[config.mk]
export PLATFORM = sky130hd
export DESIGN_NAME = instr_fetch
export DESIGN_NICKNAME = d
export VERILOG_FILES = /design/src/rtl/cpu_pkg.sv /design/src/rtl/instr_fetch_imem.sv /design/src/rtl/instr_fetch.sv
export SDC_FILE = /design/constraint.sdc
export NUM_CORES = 1
export LEC_CHECK = 0
export BUFFER_PORTS_ARGS = -buffer_cell sky130_fd_sc_hd__buf_2
export CORE_MARGIN = 2
export CORE_UTILIZATION = 45
export DETAILED_ROUTE_END_ITERATION = 16
export PLACE_DENSITY_LB_ADDON = 0.12
export SLEW_MARGIN = 20
export SYNTH_ARGS = -nofsm -noshare
export SYNTH_HDL_FRONTEND = slang
export SYNTH_SLANG_ARGS = --single-unit
[constraint.sdc]
create_clock -name clk -period 5.95 [get_ports clk]
set_clock_uncertainty 0.15 [all_clocks]
set_input_delay 0.2975 -clock clk [delete_from_list [all_inputs] [get_ports clk]]
set_output_delay 0.2975 -clock clk [all_outputs]
set_load 0.01 [all_outputs]
[src/rtl/cpu_pkg.sv]
// Shared definitions for the cpu instruction-fetch front end.
//   fetch_state_e : instruction-fetch FSM states
//   XLEN          : instruction/data word width
//   HALT_WORD     : fetched value that stops issue (never delivered to the core)
//   OP_R / OP_I   : RV32 opcode fields, handy when building program words
package cpu_pkg;

  typedef enum logic [1:0] {
    IDLE  = 2'd0,
    FETCH = 2'd1,
    ISSUE = 2'd2,
    DONE  = 2'd3
  } fetch_state_e;

  localparam int          XLEN      = 32;
  localparam logic [31:0] HALT_WORD = 32'h0000_0000;

  localparam logic [6:0]  OP_R      = 7'b0110011;
  localparam logic [6:0]  OP_I      = 7'b0010011;

endpackage

[src/rtl/instr_fetch_imem.sv]
// imem: DEPTH x 32 program memory.
//   clk    : rising-edge clock
//   rst    : asynchronous active-low reset (read register only; array is not reset)
//   we     : write enable, writes wdata to mem[waddr] on the clock edge
//   waddr  : write word address
//   wdata  : write data
//   re     : read enable, captures mem[raddr] into rdata on the clock edge
//   raddr  : read word address
//   rdata  : registered read data, holds its value while re is low
module imem #(
  parameter int DEPTH = 16,
  parameter int AW    = $clog2(DEPTH)
) (
  input  logic          clk,
  input  logic          rst,
  input  logic          we,
  input  logic [AW-1:0] waddr,
  input  logic [31:0]   wdata,
  input  logic          re,
  input  logic [AW-1:0] raddr,
  output logic [31:0]   rdata
);

  logic [31:0] mem [DEPTH];

  always_ff @(posedge clk) begin
    if (we) mem[waddr] <= wdata;
  end

  // The read register doubles as the instruction output holding register,
  // so it is reset and only updated when a read is requested.
  always_ff @(posedge clk or negedge rst) begin
    if (!rst)    rdata <= '0;
    else if (re) rdata <= mem[raddr];
  end

endmodule

[src/rtl/instr_fetch.sv]
// instr_fetch: program memory plus fetch FSM feeding the core's instruction port.
//   clk, rst          : clock, asynchronous active-low reset
//   load_en/addr/data : program load port, honoured only in IDLE
//   start             : begin fetching from PC 0 (IDLE or DONE)
//   redirect_en/pc    : core-requested PC change (byte address, bits [1:0] ignored)
//   instr_out         : instruction word, qualified by instr_valid
//   instr_valid       : instr_out holds an unconsumed instruction
//   instr_ready       : core accepts instr_out this cycle
//   pc                : byte address of the current/next fetch
//   busy, done        : FSM in FETCH/ISSUE, FSM in DONE
//   issued_cnt        : instructions accepted since last start (saturating)
module instr_fetch #(
  parameter int          DEPTH     = 16,
  parameter int          AW        = $clog2(DEPTH),
  parameter logic [31:0] HALT_WORD = cpu_pkg::HALT_WORD
) (
  input  logic          clk,
  input  logic          rst,
  input  logic          load_en,
  input  logic [AW-1:0] load_addr,
  input  logic [31:0]   load_data,
  input  logic          start,
  input  logic          redirect_en,
  input  logic [AW+1:0] redirect_pc,
  output logic [31:0]   instr_out,
  output logic          instr_valid,
  input  logic          instr_ready,
  output logic [AW+1:0] pc,
  output logic          busy,
  output logic          done,
  output logic [15:0]   issued_cnt
);
  import cpu_pkg::*;

  localparam int PCW = AW + 2;

  fetch_state_e   state, state_nxt;
  logic [PCW-1:0] pc_nxt;
  logic [15:0]    cnt_nxt;
  logic           rd_en;
  logic           mem_we;
  logic [31:0]    rd_data;
  logic [AW-1:0]  pc_word;
  logic [PCW-1:0] pc_redir;
  logic           is_halt;

  function automatic logic [15:0] sat_inc16(input logic [15:0] v);
    return (v == 16'hFFFF) ? v : v + 16'd1;
  endfunction

  assign pc_word  = pc[AW+1:2];
  assign pc_redir = redirect_pc & ~PCW'(3);
  assign mem_we   = load_en && (state == IDLE);
  assign is_halt  = (rd_data == HALT_WORD);

  imem #(.DEPTH(DEPTH), .AW(AW)) u_imem (
    .clk   (clk),
    .rst   (rst),
    .we    (mem_we),
    .waddr (load_addr),
    .wdata (load_data),
    .re    (rd_en),
    .raddr (pc_word),
    .rdata (rd_data)
  );

  assign instr_out   = rd_data;
  assign instr_valid = (state == ISSUE) && !is_halt;
  assign busy        = (state == FETCH) || (state == ISSUE);
  assign done        = (state == DONE);

  always_ff @(posedge clk or negedge rst) begin
    if (!rst) begin
      state      <= IDLE;
      pc         <= '0;
      issued_cnt <= '0;
    end else begin
      state      <= state_nxt;
      pc         <= pc_nxt;
      issued_cnt <= cnt_nxt;
    end
  end

  always_comb begin
    state_nxt = state;
    pc_nxt    = pc;
    cnt_nxt   = issued_cnt;
    rd_en     = 1'b0;
    case (state)
      IDLE, DONE: begin
        if (start) begin
          state_nxt = FETCH;
          pc_nxt    = '0;
          cnt_nxt   = '0;
        end
      end
      FETCH: begin
        if (redirect_en) begin
          pc_nxt = pc_redir;
        end else begin
          rd_en     = 1'b1;
          state_nxt = ISSUE;
        end
      end
      ISSUE: begin
        // Redirect wins over a same-cycle handshake: the held word is dropped.
        if (redirect_en) begin
          pc_nxt    = pc_redir;
          state_nxt = FETCH;
        end else if (is_halt) begin
          state_nxt = DONE;
        end else if (instr_ready) begin
          cnt_nxt = sat_inc16(issued_cnt);
          // Running off the end of memory stops instead of wrapping to word 0.
          if (pc_word == AW'(DEPTH - 1)) begin
            state_nxt = DONE;
          end else begin
            pc_nxt    = pc + PCW'(4);
            state_nxt = FETCH;
          end
        end
      end
      default: state_nxt = IDLE;
    endcase
  end

endmodule

==> results of run 1 <==
metrics by stage:
step                      utilization (%)  cells  hold slack (ns)
after detailed placement             48.3   1860            0.400
after global routing                 52.8   2012           0.0850
after CTS                            52.8   2011           0.0136
after global placement               48.3   1860            0.392
final                                52.8   2012           0.0609
after floorplan                         -   1137           -0.148
routing by layer:
metal  GRT usage (%)  wire length, um  part of all wire [%]  up-vias
met5               0                0                     0        -
met1            29.7            23400                    45     6111
met2            33.5            24900                    48      275
met4            5.37              784                   1.5        0
met3            3.30             2380                   4.6       49
li1                -                -                     -     5002
Yosys cell counts (all sizes together) (2+ instances only):
cell / number / area share [%]
or3: 2 / 0.056
and2: 4 / 0.11
a2bb2oi: 3 / 0.12
nor4: 9 / 0.25
o21a: 2 / 0.067
ha: 6 / 0.34
a21boi: 4 / 0.15
o311ai: 2 / 0.079
mux2: 2 / 0.10
nand3b: 3 / 0.10
a2111oi: 32 / 1.3
o31ai: 2 / 0.067
nand2b: 6 / 0.17
and4: 3 / 0.12
buf: 33 / 1.1
a22oi: 2 / 0.090
nor2b: 65 / 1.8
nor2: 56 / 0.94
nand3: 8 / 0.18
nand2: 22 / 0.37
mux4: 128 / 13
a211o: 4 / 0.16
clkbuf: 34 / 0.57
nand4: 5 / 0.14
a21o: 3 / 0.10
inv: 10 / 0.17
nor3: 47 / 1.1
a21oi: 7 / 0.16
o21ai: 9 / 0.20
and3: 2 / 0.056
nand4b: 2 / 0.079
a31oi: 4 / 0.11
edfxtp: 512 / 69
a211oi: 32 / 1.1
mux2i: 2 / 0.090
dfrtp: 54 / 6.1
critical path, stage by stage (launching register included):
cell and delay (ns):
dfrtp_1 0.41, inv_1 0.09, ha_1 0.75, nand2b_1 0.35
nor2_1 0.20, nand2_1 0.34, o21ai_1 0.63, o21ai_0 0.17
cells in the final DEF, fill, tap and decap left out, drive strengths merged, types with 5 or more instances in the layout:
cell type    count
o21ai            9
a2111oi         32
nor2            56
a21oi            7
nand4            5
a211oi          32
dlygate4sd3     40
nor4             9
inv             12
nand3            8
ha               6
nor2b           65
edfxtp         512
nand2b           6
mux4           128
nor3            47
nand2           22
clkinv          33
dfrtp           54
buf            126
clkbuf          73
state kept, by name, indices dropped and copies added (netlist names):
name          flops
issued_cnt       16
pc                4
state             2
u_imem.mem      512
u_imem.rdata     32
cell families (layout without fill, tap and decap cells):
family,count (synthesis),in the layout,share of synthesized area (%)
buffers and inverters,77,287,1.80
muxes,132,132,13.1
DFF,566,566,75.0
AOI/OAI and AO/OA,116,116,4.10
and+or+nand+nor,237,237,5.58
other,1,3,0.0168
adders and majority gates,6,6,0.337
xor gates and xnor gates,1,1,0.0393
final cells by class:
type / instances / area (um2) / area share (%)
Antenna cell: 1 / 2.50 / 0.00967
Clock buffer: 73 / 1580 / 6.11
Clock inverter: 38 / 250 / 0.967
Inverter: 10 / 37.5 / 0.145
Multi-Input combinational cell: 494 / 5300 / 20.5
Sequential cell: 566 / 16700 / 64.7
Tap cell: 664 / 831 / 3.21
Timing Repair Buffer: 166 / 1130 / 4.38
path summary, 6_finish.rpt:
path,cells after the start,to,slack (ns),startpoint
setup / recovery,7,issued_cnt[7],2.71,state[0]
hold / removal,5,state[1],0.06,instr_ready
setup reg to reg,7,issued_cnt[7],2.71,state[0]
hold reg to reg,1,issued_cnt[0],0.40,issued_cnt[0]
max in group asynchronous,3,pc[4],4.58,rst
min in group asynchronous,3,issued_cnt[12],0.30,rst
where the power goes:
part	switching, W	total [W]	leakage (nW)	internal, W
Sequential	0.000277	0.00481	5.26	0.00453
Combinational	0.00100	0.00183	2.16	0.000825
Clock	0.00151	0.00348	0.911	0.00197
Total	0.00279	0.0101	8.33	0.00732
==> qor.txt, run 1 <==
First-pass GRT wire length - 76400 um
Clock Tree Buf Depth - 3
Rows - 81
Remaining Overflow, GRT - 0
Chip height - 227 um
Nets - 1351
Fin crit period - 3.24 ns
Critical Path AT - 3.55 ns
# DRC - 0
Post-route ant nets - 0
Leakage - 8.33 nW
Design area - 25900 um2
Final setup fails - 0
I/O pins - 105
Root Buffer - clkbuf_16
Post-DP Area - 23600 um2
Status - complete, no violations
WL/cell - 25.6 um
Post-CTS Setup Inserts - 0
Setup TNS - 0 ns
Syn Inst Count - 1136
Worst setup margin - 2.71 ns
Sequential area share after synthesis - 75.0%
Final Slew Violations - 0
# resized after CTS - 0
Clk_lat worst skew - 0.61 ns
# hold bufs at CTS - 40
H-tree lvl count - 2
CTS tree - yes
Relative slew slack - 24.3%
Synth Flop Type - edfxtp_1
Worst-Margin Slew - 1.13 ns
Port bufs - 100
Startpoint types - flop
Routed vias - 11437
Yosys cell types - 60
Crit path max fanout - 26
Total Routed Length - 51500 um
Final-layout fill cell count - 3922
Vias per Instance - 5.68
Mapped cell area - 22300 um2
Max Cap Violations - 0
Max Fclk - 309 MHz
Die area - 51300 um2
Maximum vdd drop - 0.227 mV
DPL Wire Length - 25100 um
Initial antenna violation count - 1
Worst setup path class - reg2reg
Cts bufs inserted - 59
YS warnings - 0
Power, Total - 0.0101 W
Core area - 49000 um2
Layout area overhead - 16.0%
RSZ-0062 raised after global routing - false
Hold Fails Final Rpt - 0
Req. time, crit path - 6.26 ns
Largest net degree at the start of global routing - 112
Clock sink count - 566
Initial Utilization - 45.6%
Width of the die - 227 um
Tcrit/Tclk final - 54.5%
Vias in the first global route - 11606
Syn avg cell area - 19.6 um2
Share of post-route cells with drive strength above 1 - 27.7%
RD Place Congestion - 0.770
Hold Path Class - in2reg
First-pass iteration count of the detailed router - 5
Post-synth EDFFs - 512
Total GRT Usage - 20.7%
Reg clk slew, reported paths - 0.06 ns
Asr flop ratio synth - 9.54%
Flop and latch count out of synthesis - 566
Pwr Density - 391 nW/um2
DR iter-0 viols - 943
Post-Place Worst Slack - 2.70 ns
Critical Path End Type - flop
(Power assumes the default switching activity.)
==> run 2: changes to the inputs <==
==> constraint.sdc (replaced) <==
create_clock -name clk -period 2.9 [get_ports clk]
set_clock_uncertainty 0.15 [all_clocks]
set_input_delay 0.145 -clock clk [delete_from_list [all_inputs] [get_ports clk]]
set_output_delay 0.145 -clock clk [all_outputs]
set_load 0.01 [all_outputs]
==> run 2 against run 1 <==
Effect of this change:
- cell count grew 1.4%
- global-route usage grew 0.34 points
- via count grew 2.1%
- first-iteration DRC count grew 15%
- critical path depth is the same
- register-to-register slack lost 2.6 ns
- utilization grew 1.2 points
- highest routed layer is now met5
==> qor.txt, run 2 (synthesis results as in run 1) <==
Max Cap Violations - 0 (unchanged)
CP startpoint - u_imem.rdata[1]
Clock Tree Buf Depth - 3 (unchanged)
RSZ-0062 raised after global routing - false
Total GRT Usage - 21.1% (+0.34 points)
First-pass GRT wire length - 77600 um (+1.6%)
Final setup fails - 0 (unchanged)
Register area - 16700 um2 (unchanged)
Maximum vdd drop - 0.541 mV (+140%)
Crit path to - state[0]
Largest net degree at the start of global routing - 50 (-55%)
Worst setup margin - 0.160 ns (-2.55 ns)
Reg2reg end - state[0]
Register bank with the most flops - u_imem.mem
Remaining Overflow, GRT - 0 (unchanged)
Status - complete, no violations
Width of the die - 227 um (unchanged)
Die area - 51300 um2 (unchanged)
Leakage - 8.58 nW (+3.1%)
Leading cell type in the layout, fill and taps excluded - edfxtp_1
R2R depth - 7 (unchanged)
Post-DP Area - 24100 um2 (+1.9%)
Reg clk slew, reported paths - 0.06 ns (about the same)
Final Slew Violations - 0 (unchanged)
Reg2reg setup slack - 0.16 ns (-2.55 ns)
Critical Path End Type - flop
Final-layout fill cell count - 3851 (-1.8%)
Initial Utilization - 45.6% (unchanged)
Commonest non-fill, non-tap cells in the layout - 512 x edfxtp_1, 128 x mux4_2, 100 x buf_2
Worst-Margin Slew - 0.671 ns (-0.464 ns)
Core area - 49000 um2 (unchanged)
Max FFs per register - 512 (unchanged)
Regs by FF count - u_imem.mem (512), u_imem.rdata (32), issued_cnt (16)
Critical Path AT - 3.08 ns (-0.47 ns)
Multi-input logic area - 5340 um2 (+0.90%)
Tcrit/Tclk final - 94.5% (+40 points)
Vias in the first global route - 11872 (+2.3%)
Startpoint types - flop
Nets - 1380 (+2.1%)
Root Buffer - clkbuf_16
DR iter-0 viols - 1087 (+15%)
Chip height - 227 um (unchanged)
Hold Fails Final Rpt - 0 (unchanged)
Post-route ant nets - 0 (unchanged)
I/O pins - 105 (unchanged)
Cts bufs inserted - 57 (-3.4%)
Initial antenna violation count - 2 (+1)
Vias per Instance - 5.72 (+0.66%)
Crit-path cells - nor4_1, and4_2, buf_4, nand2_1, a211o_1, o2bb2ai_1, dlygate4sd3_1
Design area - 26500 um2 (+2.4%)
Post-Place Worst Slack - 0.348 ns (-2.36 ns)
Fin crit period - 2.74 ns (-0.500 ns)
Clk_lat worst skew - 0.61 ns (about the same)
Clock sink count - 566 (unchanged)
Worst r2r src - u_imem.rdata[1]
Req. time, crit path - 3.24 ns (-3.02 ns)
Total Routed Length - 52900 um (+2.7%)
Layout area overhead - 18.7%
Slowest CP cell - dlygate4sd3_1
Crit path max fanout - 4 (-85%)
Worst setup path class - reg2reg
Port bufs - 100 (unchanged)
Max Fclk - 365 MHz (+18%)
WL/cell - 25.9 um (+1.3%)
Post-CTS Setup Inserts - 0 (unchanged)
Routed vias - 11673 (+2.1%)
DPL Wire Length - 28100 um (+12%)
Rows - 81 (unchanged)
CTS tree - yes
Pwr Density - 807 nW/um2 (+110%)
Share of post-route cells with drive strength above 1 - 29.2% (+1.5 points)
Relative slew slack - 55.1% (+31 points)
# DRC - 0 (unchanged)
Hold Path Class - in2reg
Slowest cell delay on critical path - 0.56 ns (-0.19 ns)
H-tree lvl count - 2 (unchanged)
Power, Total - 0.0214 W (+110%)
First-pass iteration count of the detailed router - 4 (-1)
RD Place Congestion - 0.809 (+5.1%)
-- run 2: cell count changes in the layout (fill, tap and decap cells not counted), sizes merged --
cell         previous run  this run
clkinv                 33        16
inv                    12        14
buf                   126       153
dlygate4sd3            40        44
bufinv                  2         7
clkbuf                 73        80
-- run 2: report_power, final --
group | internal [W] | total [W] | switching, W
sequential | 0.00929 | 0.00981 | 0.000512
combinational | 0.00187 | 0.00408 | 0.00221
clock | 0.00444 | 0.00749 | 0.00304
total | 0.0156 | 0.0214 | 0.00577
-- run 2: layout make-up --
type / count / area share [%]
clock inverter: 28 / 1.29
sequential: 566 / 63.2
antenna: 1 / 0.00945
tap: 664 / 3.14
timing repair buffer: 197 / 6.05
inverter: 10 / 0.142
multi-input combinational: 494 / 20.2
clock buffer: 80 / 5.98
-- run 2: layer usage --
layer	GRT usage, %	up-vias	share of wire, %	wire, um
met2	33.8	316	48	25300
met3	3.24	63	5.0	2650
met4	5.37	2	1.8	965
met5	0	-	0.025	13
met1	30.6	6216	45	23900
li1	-	5076	-	-
-- run 2: worst max-delay path: cells and delay by family (launching register included) --
kind | cells | cell delay, ns
compound gates | 2 | 0.40
buf+inv | 2 | 0.71
flops | 1 | 0.40
simple gates | 3 | 0.96
-- run 2: worst min path at each step --
stage                     cells past startpoint  slack, ns          from                 to
after global routing                          3       0.08  load_addr[1]  u_imem.mem[4][19]
final                                         3       0.07  load_addr[1]  u_imem.mem[4][19]
after CTS                                     3       0.05  load_addr[1]  u_imem.mem[4][19]
after floorplan                               0      -0.30           rst      issued_cnt[0]
after global placement                        1      -0.08           rst   u_imem.rdata[26]
after detailed placement                      1      -0.08           rst     issued_cnt[12]
-- run 2: through the flow --
stage                     setup TNS [ns]  hold WS (ns)  cells  utilization (%)
final                                  0        0.0749   2040             54.1
after global routing                   0        0.0771   2040             54.1
after floorplan                   -13.70        -0.301   1137                -
after detailed placement               0       -0.0831   1887             49.2
after global placement                 0       -0.0776   1887             49.2
after CTS                              0        0.0464   2039             54.1
-- run 2: repair_timing --
action	CTS	global route
endpoints found under the hold margin	578	0
resized for setup	1	3
hold buffers	44	0
cloned	0	0
endpoints found under the setup margin	1	2
pin swaps	0	0
